===== src/rtl/wb_arbiter_pkg.sv =====
// Shared constants and types for the write-back path.
// Defines DATA_SIZE, REGFILE_SIZE and REGFILE_LOGSIZE.
`ifndef DATA_SIZE
`define DATA_SIZE 32
`endif
`ifndef REGFILE_SIZE
`define REGFILE_SIZE 32
`endif
`ifndef REGFILE_LOGSIZE
`define REGFILE_LOGSIZE 5
`endif

package wb_arbiter_pkg;
  localparam int unsigned DATA_W  = `DATA_SIZE;
  localparam int unsigned REG_N   = `REGFILE_SIZE;
  localparam int unsigned REG_LOG = `REGFILE_LOGSIZE;

  typedef enum logic {
    WB_ALU = 1'b0,
    WB_LSU = 1'b1
  } wb_src_t;
endpackage


===== src/rtl/wb_arbiter_rr_arb2.sv =====
// Two-request round-robin arbiter with one-hot grants (bit 0 ALU, bit 1 LSU).
// Grants are forced low while nrst is asserted.
module rr_arb2
  import wb_arbiter_pkg::*;
(
  input  logic       clk,
  input  logic       nrst,
  input  logic [1:0] req,
  output logic [1:0] gnt
);

  wb_src_t ptr;

  always_comb begin
    gnt = '0;
    if (nrst) begin
      if (req[0] && req[1]) begin
        if (ptr == WB_ALU) gnt[0] = 1'b1;
        else               gnt[1] = 1'b1;
      end else begin
        gnt = req;
      end
    end
  end

  // Pointer always moves to the source that was not just served.
  always_ff @(posedge clk) begin
    if (!nrst)       ptr <= WB_ALU;
    else if (gnt[0]) ptr <= WB_LSU;
    else if (gnt[1]) ptr <= WB_ALU;
  end

endmodule


===== src/rtl/wb_arbiter.sv =====
// Write-back arbiter: merges ALU and LSU results into one register-file write
// port and tracks pending writes. Define WB_FWD_EN to mask hazards bypassed by the register file.
module wb_arbiter
  import wb_arbiter_pkg::*;
(
  input  logic                        clk,
  input  logic                        nrst,
  input  logic                        alu_valid,
  output logic                        alu_ready,
  input  logic [`REGFILE_LOGSIZE-1:0] alu_rd,
  input  logic [`DATA_SIZE-1:0]       alu_data,
  input  logic                        lsu_valid,
  output logic                        lsu_ready,
  input  logic [`REGFILE_LOGSIZE-1:0] lsu_rd,
  input  logic [`DATA_SIZE-1:0]       lsu_data,
  input  logic                        alloc_en,
  input  logic [`REGFILE_LOGSIZE-1:0] alloc_addr,
  input  logic [`REGFILE_LOGSIZE-1:0] rs1_addr,
  input  logic [`REGFILE_LOGSIZE-1:0] rs2_addr,
  output logic                        hazard,
  output logic [`REGFILE_SIZE-1:0]    busy,
  output logic                        wr_en,
  output logic [`REGFILE_LOGSIZE-1:0] wr_addr,
  output logic [`DATA_SIZE-1:0]       wr_data
);

  logic [1:0]                  gnt;
  logic                        xfer_any;
  logic                        do_write;
  logic [`REGFILE_LOGSIZE-1:0] sel_rd;
  logic [`DATA_SIZE-1:0]       sel_data;
  logic                        pend1;
  logic                        pend2;

  rr_arb2 u_arb (
    .clk  (clk),
    .nrst (nrst),
    .req  ({lsu_valid, alu_valid}),
    .gnt  (gnt)
  );

  assign alu_ready = gnt[0];
  assign lsu_ready = gnt[1];

  always_comb begin
    xfer_any = gnt[0] | gnt[1];
    sel_rd   = gnt[1] ? lsu_rd   : alu_rd;
    sel_data = gnt[1] ? lsu_data : alu_data;
    do_write = xfer_any && (sel_rd != '0);
  end

  // A transfer to x0 is consumed but leaves the write port idle and holding.
  always_ff @(posedge clk) begin
    if (!nrst) begin
      wr_en   <= 1'b0;
      wr_addr <= '0;
      wr_data <= '0;
    end else begin
      wr_en <= do_write;
      if (do_write) begin
        wr_addr <= sel_rd;
        wr_data <= sel_data;
      end
    end
  end

  always_ff @(posedge clk) begin
    if (!nrst) begin
      busy <= '0;
    end else begin
      busy[0] <= 1'b0;
      for (int unsigned i = 1; i < REG_N; i++) begin
        if (alloc_en && alloc_addr == REG_LOG'(i))
          busy[i] <= 1'b1;
        else if (wr_en && wr_addr == REG_LOG'(i))
          busy[i] <= 1'b0;
      end
    end
  end

  always_comb begin
    pend1 = busy[rs1_addr] && (rs1_addr != '0);
    pend2 = busy[rs2_addr] && (rs2_addr != '0);
`ifdef WB_FWD_EN
    if (wr_en && wr_addr == rs1_addr) pend1 = 1'b0;
    if (wr_en && wr_addr == rs2_addr) pend2 = 1'b0;
`endif
    hazard = pend1 | pend2;
  end

endmodule

===== config.mk =====
export PLATFORM = sky130hd
export DESIGN_NAME = wb_arbiter
export DESIGN_NICKNAME = d
export VERILOG_FILES = /design/src/rtl/wb_arbiter_pkg.sv /design/src/rtl/wb_arbiter_rr_arb2.sv /design/src/rtl/wb_arbiter.sv
export SDC_FILE = /design/constraint.sdc
export NUM_CORES = 1
export LEC_CHECK = 0
export BUFFER_PORTS_ARGS = -buffer_cell sky130_fd_sc_hd__buf_4
export CELL_PAD_IN_SITES_DETAIL_PLACEMENT = 2
export CELL_PAD_IN_SITES_GLOBAL_PLACEMENT = 2
export CORE_MARGIN = 10
export CORE_UTILIZATION = 27
export DETAILED_ROUTE_END_ITERATION = 6
export GPL_TIMING_DRIVEN = 0
export PLACE_DENSITY = 0.82
export REMOVE_ABC_BUFFERS = 1
export SLEW_MARGIN = 20
export SYNTH_ARGS = -nofsm -noshare
export SYNTH_HDL_FRONTEND = slang
export SYNTH_SLANG_ARGS = --single-unit
export TNS_END_PERCENT = 1

===== constraint.sdc =====
create_clock -name clk -period 2.7 [get_ports clk]
set_input_delay 0.54 -clock clk [delete_from_list [all_inputs] [get_ports clk]]
set_output_delay 0.54 -clock clk [all_outputs]
set_load 0.01 [all_outputs]

==> results of run 1 <==
==> worst max-delay path by stage <==
stage / from / endpoint / slack, ns / cells after the start
floorplan: alu_rd[0] / wr_addr[0] / -1.02 / 5
global placement: nrst / wr_data[18] / -2.77 / 4
detailed placement: nrst / lsu_ready / -0.05 / 4
CTS: rs1_addr[2] / hazard / 0.06 / 7
global route: rs2_addr[0] / hazard / 0.01 / 7
finish: rs1_addr[2] / hazard / 0.15 / 7
==> area by class of cell <==
cell class / instances / area [sq um]
tap: 180 / 225
multi-input combinational: 299 / 2230
inverter: 3 / 11.3
fill: 1517 / 8310
clock buffer: 13 / 260
sequential: 70 / 1400
timing repair buffer: 167 / 1300
clock inverter: 3 / 90.1
==> critical path, stage by stage <==
cell and delay [ns]:
sky130_fd_sc_hd__buf_6 0.14, sky130_fd_sc_hd__mux2_2 0.34, sky130_fd_sc_hd__a221oi_1 0.26, sky130_fd_sc_hd__a2111oi_0 0.14, sky130_fd_sc_hd__a311oi_1 0.28, sky130_fd_sc_hd__nand4_1 0.14
sky130_fd_sc_hd__buf_4 0.16
==> power by group <==
group	internal (W)	switching, W
combinational	0.000279	0.000266
clock	0.000954	0.000452
sequential	0.00109	0.0000463
==> per-layer routing <==
metal	track usage	vias to the layer above	routed length, microns
met5	0	-	0
met1	0.190	1907	6690
met4	0.0555	0	273
li1	-	1768	-
met3	0.0767	18	1840
met2	0.262	176	7310
==> cells in the mapped netlist (all sizes together) <==
cell type,number,area [sq um]
nand2,69,259
nor2,7,26.3
o211a,36,360
a2111oi,1,8.76
a21boi,34,255
o221ai,1,8.76
dfxtp,70,1400
a221oi,2,17.5
nor3b,3,22.5
o311a,1,10.0
inv,3,11.3
nor4bb,1,10.0
o32ai,1,8.76
o21ai,32,160
nand4,2,12.5
o22ai,1,6.26
o211ai,2,25.0
a31oi,2,12.5
mux4,11,248
nand3,14,70.1
buf,17,140
clkbuf,13,48.8
nand2b,9,56.3
mux2i,40,400
nor2b,11,68.8
nand3b,1,7.51
nor3,2,10.0
or4,2,15.0
or2,1,6.26
and3,3,18.8
conb,1,3.75
a311oi,1,8.76
mux2,6,67.6
o2111ai,1,8.76
==> state kept, by name (all words and copies together) (netlist names) <==
signal and flops:
wr_data 32, busy 31, wr_addr 5, u_arb.ptr 1, wr_en 1
==> layout by cell type (no fill, tap or decap), types with 11 or more instances in the layout <==
master,synthesis,routed
sky130_fd_sc_hd__buf_4,2,164
sky130_fd_sc_hd__dfxtp_1,70,70
sky130_fd_sc_hd__nand2_1,69,69
sky130_fd_sc_hd__mux2i_1,40,39
sky130_fd_sc_hd__o211a_1,36,36
sky130_fd_sc_hd__o21ai_0,32,32
sky130_fd_sc_hd__a21boi_0,32,32
sky130_fd_sc_hd__nand3_1,14,13
sky130_fd_sc_hd__mux4_2,11,11
sky130_fd_sc_hd__nor2b_1,11,11
==> cells by family (layout without fill, tap and decap cells) <==
logic type | after synthesis | count (layout) | share of synthesized area
AND/OR/NAND/NOR | 125 | 126 | 0.154
AO/OA/AOI/OAI | 115 | 115 | 0.235
buffers and inverters | 33 | 186 | 0.0528
other | 1 | 1 | 0.000988
flip-flops | 70 | 70 | 0.369
multiplexers | 57 | 57 | 0.189
==> stage by stage <==
| stage | util | hold slack [ns] | setup slack [ns] | instances | setup TNS [ns] |
|---|---|---|---|---|---|
| floorplan | - | 0.464 | -1.02 | 371 | -37.68 |
| global placement | 0.367 | 0.477 | -2.77 | 716 | -101.48 |
| detailed placement | 0.372 | 0.490 | -0.0496 | 718 | -0.0496 |
| CTS | 0.398 | 0.504 | 0.0588 | 735 | 0 |
| global route | 0.399 | 0.525 | 0.0110 | 735 | 0 |
| finish | 0.399 | 0.501 | 0.155 | 735 | 0 |
==> what timing repair did <==
action                                  CTS  global route
pin swaps                                 1             1
gates resized for setup                   0             2
gates cloned                              1             0
endpoints found under the setup margin    1             1
==> results summary, run 1 <==
Setup violations remaining at the end of the flow were counted as 0. The count of buffers added by post-CTS timing repair for setup is 0. The average wire per cell in the routed design came out at 21.9 microns. The starting DRC count in detailed routing came out at 97. Summing all placed instances gives a cell area of 5150 sq um. The clock tree synthesis step divided the H-tree into 3 levels. Counting along the longest clock path gives a buffer depth of 2. The flow ran to the end, and the final reports show no timing, DRC or antenna violations.

The worst path arrival time is 2.01 ns. The cell area after synthesis is 3790 sq um. The floorplan step defined a core boundary enclosing 13,800 sq um. The placer congestion estimate came out at 0.812. The ratio of routed vias to standard cells is 5.26.

Power spread over the standard cell area amounts to 560 nW/um^2. The hold path depth came out at 1. Across every metal layer, demand over resource in global routing totals 0.164. The largest fanout of any net on the critical path came out at 11. The y dimension of the die came out at 139 microns. The worst setup slack for register-to-register paths is 0.64 ns. The worst min-delay path endpoint is wr_data[7].

The design area came out at 5520 sq um. The number of synthesized register bits is 70. The worst flop-to-flop path endpoint is wr_data[20]. The total iterations of the first detailed-routing run came out at 6. The post-detailed-route count of antenna-violating nets is 0. Of the cells placed in the final design, the portion with a size suffix greater than 1 is 0.368. The width of the chip came out at 139 microns. STA classifies the critical path endpoint as a primary output. The initial utilization of the core area, before any placement, comes to 0.274.

The total power consumption of the routed design is 0.00309 W. The count of cell types in the netlist came out at 37. The estimated wirelength of the detail-placed design is 12.7 mm. Wires add up to 16.1 mm. The minimum clock period after layout is 2.55 ns. The leakage power total is 2.79 nW. The total number of placement rows is 43. The number of antenna diodes in the final layout is 0.

The via count of the first global-routing pass was 4,447. The clock tree root driver cell is sky130_fd_sc_hd__clkbuf_16. The tightest min-delay check is of the reg2reg type. The total count of max-transition violations in the final report is 0. Headroom to the max-slew limit came out at 0.501. The clock insertion delay at the later pin of the skew report came out at 0.34 ns. The number of vias in the routed layout came out at 3,869.

Setup repair after global routing left no endpoint under its margin. The floorplan step defined a die boundary enclosing 19,200 sq um. The number of sinks on the clock net came out at 70. The final count of hold timing violations is 0. The number of antenna violations at the first check in global routing is 0.

The cell count after synthesis came out at 401. The mean instance size in the synthesized netlist is 9.46 sq um. The worst hold path begins at wr_data[7].

The wire length of the first global-routing pass came out at 25.5 mm. Yosys printed 0 warnings. The maximum achievable frequency is 393 MHz. The worst vdd rail ir drop is 0.237 mV. The post-synthesis to final-layout area growth is 45.4%. Of the synthesized area, sequential elements account for 0.369. The fraction of the cycle the final worst path needs came out at 0.943. At the end of the flow, the number of nets in the layout was 644. In this run, post-CTS hold repair placed 0 buffers. The number of CTS-inserted buffers came out at 9. The slew at the pin with the worst max-slew slack came out at 0.747 ns. The port buffer count came out at 165. The largest net degree at the start of global routing is 74. The count of pins on the block boundary is 167. Clock skew on the completed layout was measured at 0.00570 ns. The number of remaining DRC errors is 0. The startpoint identified for the worst register-to-register timing path is u_arb.ptr.

The critical path is of the in2out type. TritonCTS built the clock tree. The clock-pin transition on the worst setup and hold timing paths is 0.05 ns. The overflow left after global routing is 0. The worst setup path is launched from an input pin.

The endpoint required time on the critical path is 2.16 ns. The cell count of the worst reg-to-reg path is 7. Across the run, the number of max-cap violations was 0.
No activity file was read; power rests on OpenSTA's default activity.
==> run 2, diff against run 1 <==
--- a/config.mk
+++ b/config.mk
@@ -8,6 +8,7 @@
 export BUFFER_PORTS_ARGS = -buffer_cell sky130_fd_sc_hd__buf_4
 export CELL_PAD_IN_SITES_DETAIL_PLACEMENT = 2
 export CELL_PAD_IN_SITES_GLOBAL_PLACEMENT = 2
+export CORE_ASPECT_RATIO = 0.9
 export CORE_MARGIN = 10
 export CORE_UTILIZATION = 27
 export DETAILED_ROUTE_END_ITERATION = 6
==> run 2 against run 1 <==
Effect of this change: clock skew hardly changed; flip-flop and latch count unchanged; final area down 1.0%.
==> results summary, run 2 (same netlist as run 1, synthesis figures left out) <==
The finished cells cover 5460 sq um. The number of flip-flops under the largest register name is 32. The worst register-to-register path begins at u_arb.ptr. The number of remaining DRC errors came out at 0. The total count of max-transition violations in the final report came out at 0.

The leakage power total came out at 2.77 nW. The library cells used most frequently in the layout, excluding fill and tap cells, are sky130_fd_sc_hd__buf_4, sky130_fd_sc_hd__dfxtp_1, sky130_fd_sc_hd__nand2_1, sky130_fd_sc_hd__mux2i_1, sky130_fd_sc_hd__o211a_1. The via count of the first global-routing pass was 4,297. The worst hold path belongs to the class reg2reg. The number of CTS-inserted buffers is 9. Ranked by flip-flop count, first place goes to wr_data. The width of the chip is 145 microns. Measured against its own limit, the worst slew margin works out to 0.515. The final number of setup-violating endpoints is 0. The initial core utilization is 0.273. In this run the deepest clock path goes through 2 buffers. Post-CTS timing repair inserted 0 buffers for setup. The number of vias in the routed layout is 3,737.

The total global-route track usage is 0.159. The most common cell after layout, fill and taps aside is sky130_fd_sc_hd__buf_4. The number of diodes added for antenna fixing came out at 0.

The port buffer count came out at 165. The clock-pin transition on the worst setup and hold timing paths came out at 0.05 ns. The cell count of the worst reg-to-reg path is 7.

The flow ran to the end, and the final reports show no timing, DRC or antenna violations. The worst min-delay path startpoint is wr_data[3]. In this run the cell area measured after placement is 5150 sq um. The number of sinks on the clock net came out at 70. The die area came out at 19,200 sq um. The highest metal layer carrying signal wires in the routed design is met4.

The wire length of the first global-routing pass is 24.6 mm. The final wirelength came out at 15.4 mm. In the final layout, the share of cells above drive strength 1 is 0.365. The largest registers in the layout are wr_data: 32 flops, busy: 31 flops, wr_addr: 5 flops. STA classifies the critical path endpoint as a primary output. The area of the core came out at 13,900 sq um. The worst register-to-register path ends at wr_data[26]. The worst path arrival time came out at 2.05 ns. The total iterations of the first detailed-routing run is 4. The largest fanout of any net on the critical path came out at 11.

The critical path ends at hazard. The endpoint required time on the critical path is 2.16 ns. The minimum clock period after layout is 2.59 ns. The number of antenna violations at the first check in global routing is 0. The y dimension of the die came out at 132 microns. The post-route clock skew came out at 0.00596 ns.

The post-synthesis to final-layout area growth came out at 43.9%. The most critical setup path has its startpoint at rs1_addr[2]. The largest net degree at the start of global routing came out at 74.

The estimated wirelength of the detail-placed design is 12.4 mm. The post-detailed-route count of antenna-violating nets came out at 0. In the final design database the tool counted 644 nets.

In this run the core area contains 41 standard-cell rows. The clock insertion delay at the later pin of the skew report came out at 0.34 ns. The wire length on met2 came out at 6.86 mm. The overflow left after global routing came out at 0. The fraction of the cycle the final worst path needs is 0.960. The total of max-cap violations came out at 0. The clock tree root driver cell is sky130_fd_sc_hd__clkbuf_16. The H-tree depth reported by CTS came out at 3. The kind of start point of the critical path is an input pin.

The worst vdd rail ir drop is 0.281 mV. The total power consumption of the routed design came out at 0.00286 W. The starting DRC count in detailed routing came out at 127. The slew at the pin with the worst max-slew slack is 0.728 ns. The worst setup path is of the in2out kind. The average wire per cell in the routed design came out at 20.7 microns. TritonCTS built the clock tree. The maximum achievable frequency is 386 MHz. The final count of hold timing violations was 0. For this block, wires on met1 add up to 6.53 mm. The sum of met3 wire segment lengths after detailed routing came out at 1.84 mm.

The worst hold slack is 0.500 ns. The ratio of routed vias to standard cells came out at 5.01. The ratio of total power to cell area is 523 nW/um^2.

For this design the top-level I/O count stands at 167. The worst setup slack for register-to-register paths is 0.55 ns. At the end of routability-driven placement, the weighted congestion stood at 0.807. Setup repair after global routing left no endpoint under its margin.
[run 2: changes by cell type in the layout (fill, tap and decap cells not counted), sizes merged]
cell	change
bufinv	-2
[run 2: final cells by class]
type / count / area (sq um)
Clock buffer: 13 / 260
Sequential cell: 70 / 1400
Multi-Input combinational cell: 299 / 2230
Fill cell: 1528 / 8440
Timing Repair Buffer: 167 / 1280
Clock inverter: 1 / 30.0
Inverter: 3 / 11.3
Tap cell: 193 / 241
[run 2: power breakdown]
part	leakage, nW	switching (W)	total, W	internal [W]
Sequential	0.573	0.0000456	0.00114	0.00109
Clock	0.142	0.000426	0.00118	0.000756
Combinational	2.05	0.000262	0.000538	0.000276
Total	2.77	0.000734	0.00286	0.00212
[run 2: what timing repair did]
action / in CTS / in global routing
gates cloned: 1 / 0
endpoints found under the setup margin: 1 / 1
pin swaps: 1 / 1
resized for setup: 0 / 1
hold buffers: 0 / 0
[run 2: per-layer routing]
metal,global-route usage,up-vias
met5,0,-
met2,0.251,149
li1,-,1772
met3,0.0832,12
met4,0.0459,0
met1,0.183,1804
[run 2: worst min-delay path by stage]
stage | cells after the start | to | slack, ns
3_5_place_dp | 1 | wr_data[19] | 0.49
3_3_place_gp | 2 | u_arb.ptr | 0.48
4_1_cts | 1 | wr_data[19] | 0.50
5_1_grt | 1 | wr_data[11] | 0.52
6_report | 1 | wr_data[3] | 0.50
2_1_floorplan | 2 | u_arb.ptr | 0.46
[run 2: critical path, cell delays in order]
cell,delay (ns)
sky130_fd_sc_hd__buf_4,0.19
sky130_fd_sc_hd__mux2_2,0.36
sky130_fd_sc_hd__a221oi_2,0.24
sky130_fd_sc_hd__a2111oi_0,0.13
sky130_fd_sc_hd__a311oi_1,0.31
sky130_fd_sc_hd__nand4_1,0.12
sky130_fd_sc_hd__buf_4,0.16
[run 2: per-stage QoR]
| step | TNS (ns) | utilization | setup slack [ns] | std cells |
|---|---|---|---|---|
| final | 0 | 0.393 | 0.107 | 746 |
| after global routing | 0 | 0.393 | 0.0196 | 746 |
| after floorplan | -37.68 | - | -1.02 | 371 |
| after detailed placement | -0.0247 | 0.371 | -0.0247 | 731 |
| after global placement | -103.47 | 0.366 | -3.06 | 729 |
| after CTS | 0 | 0.392 | 0.0363 | 746 |
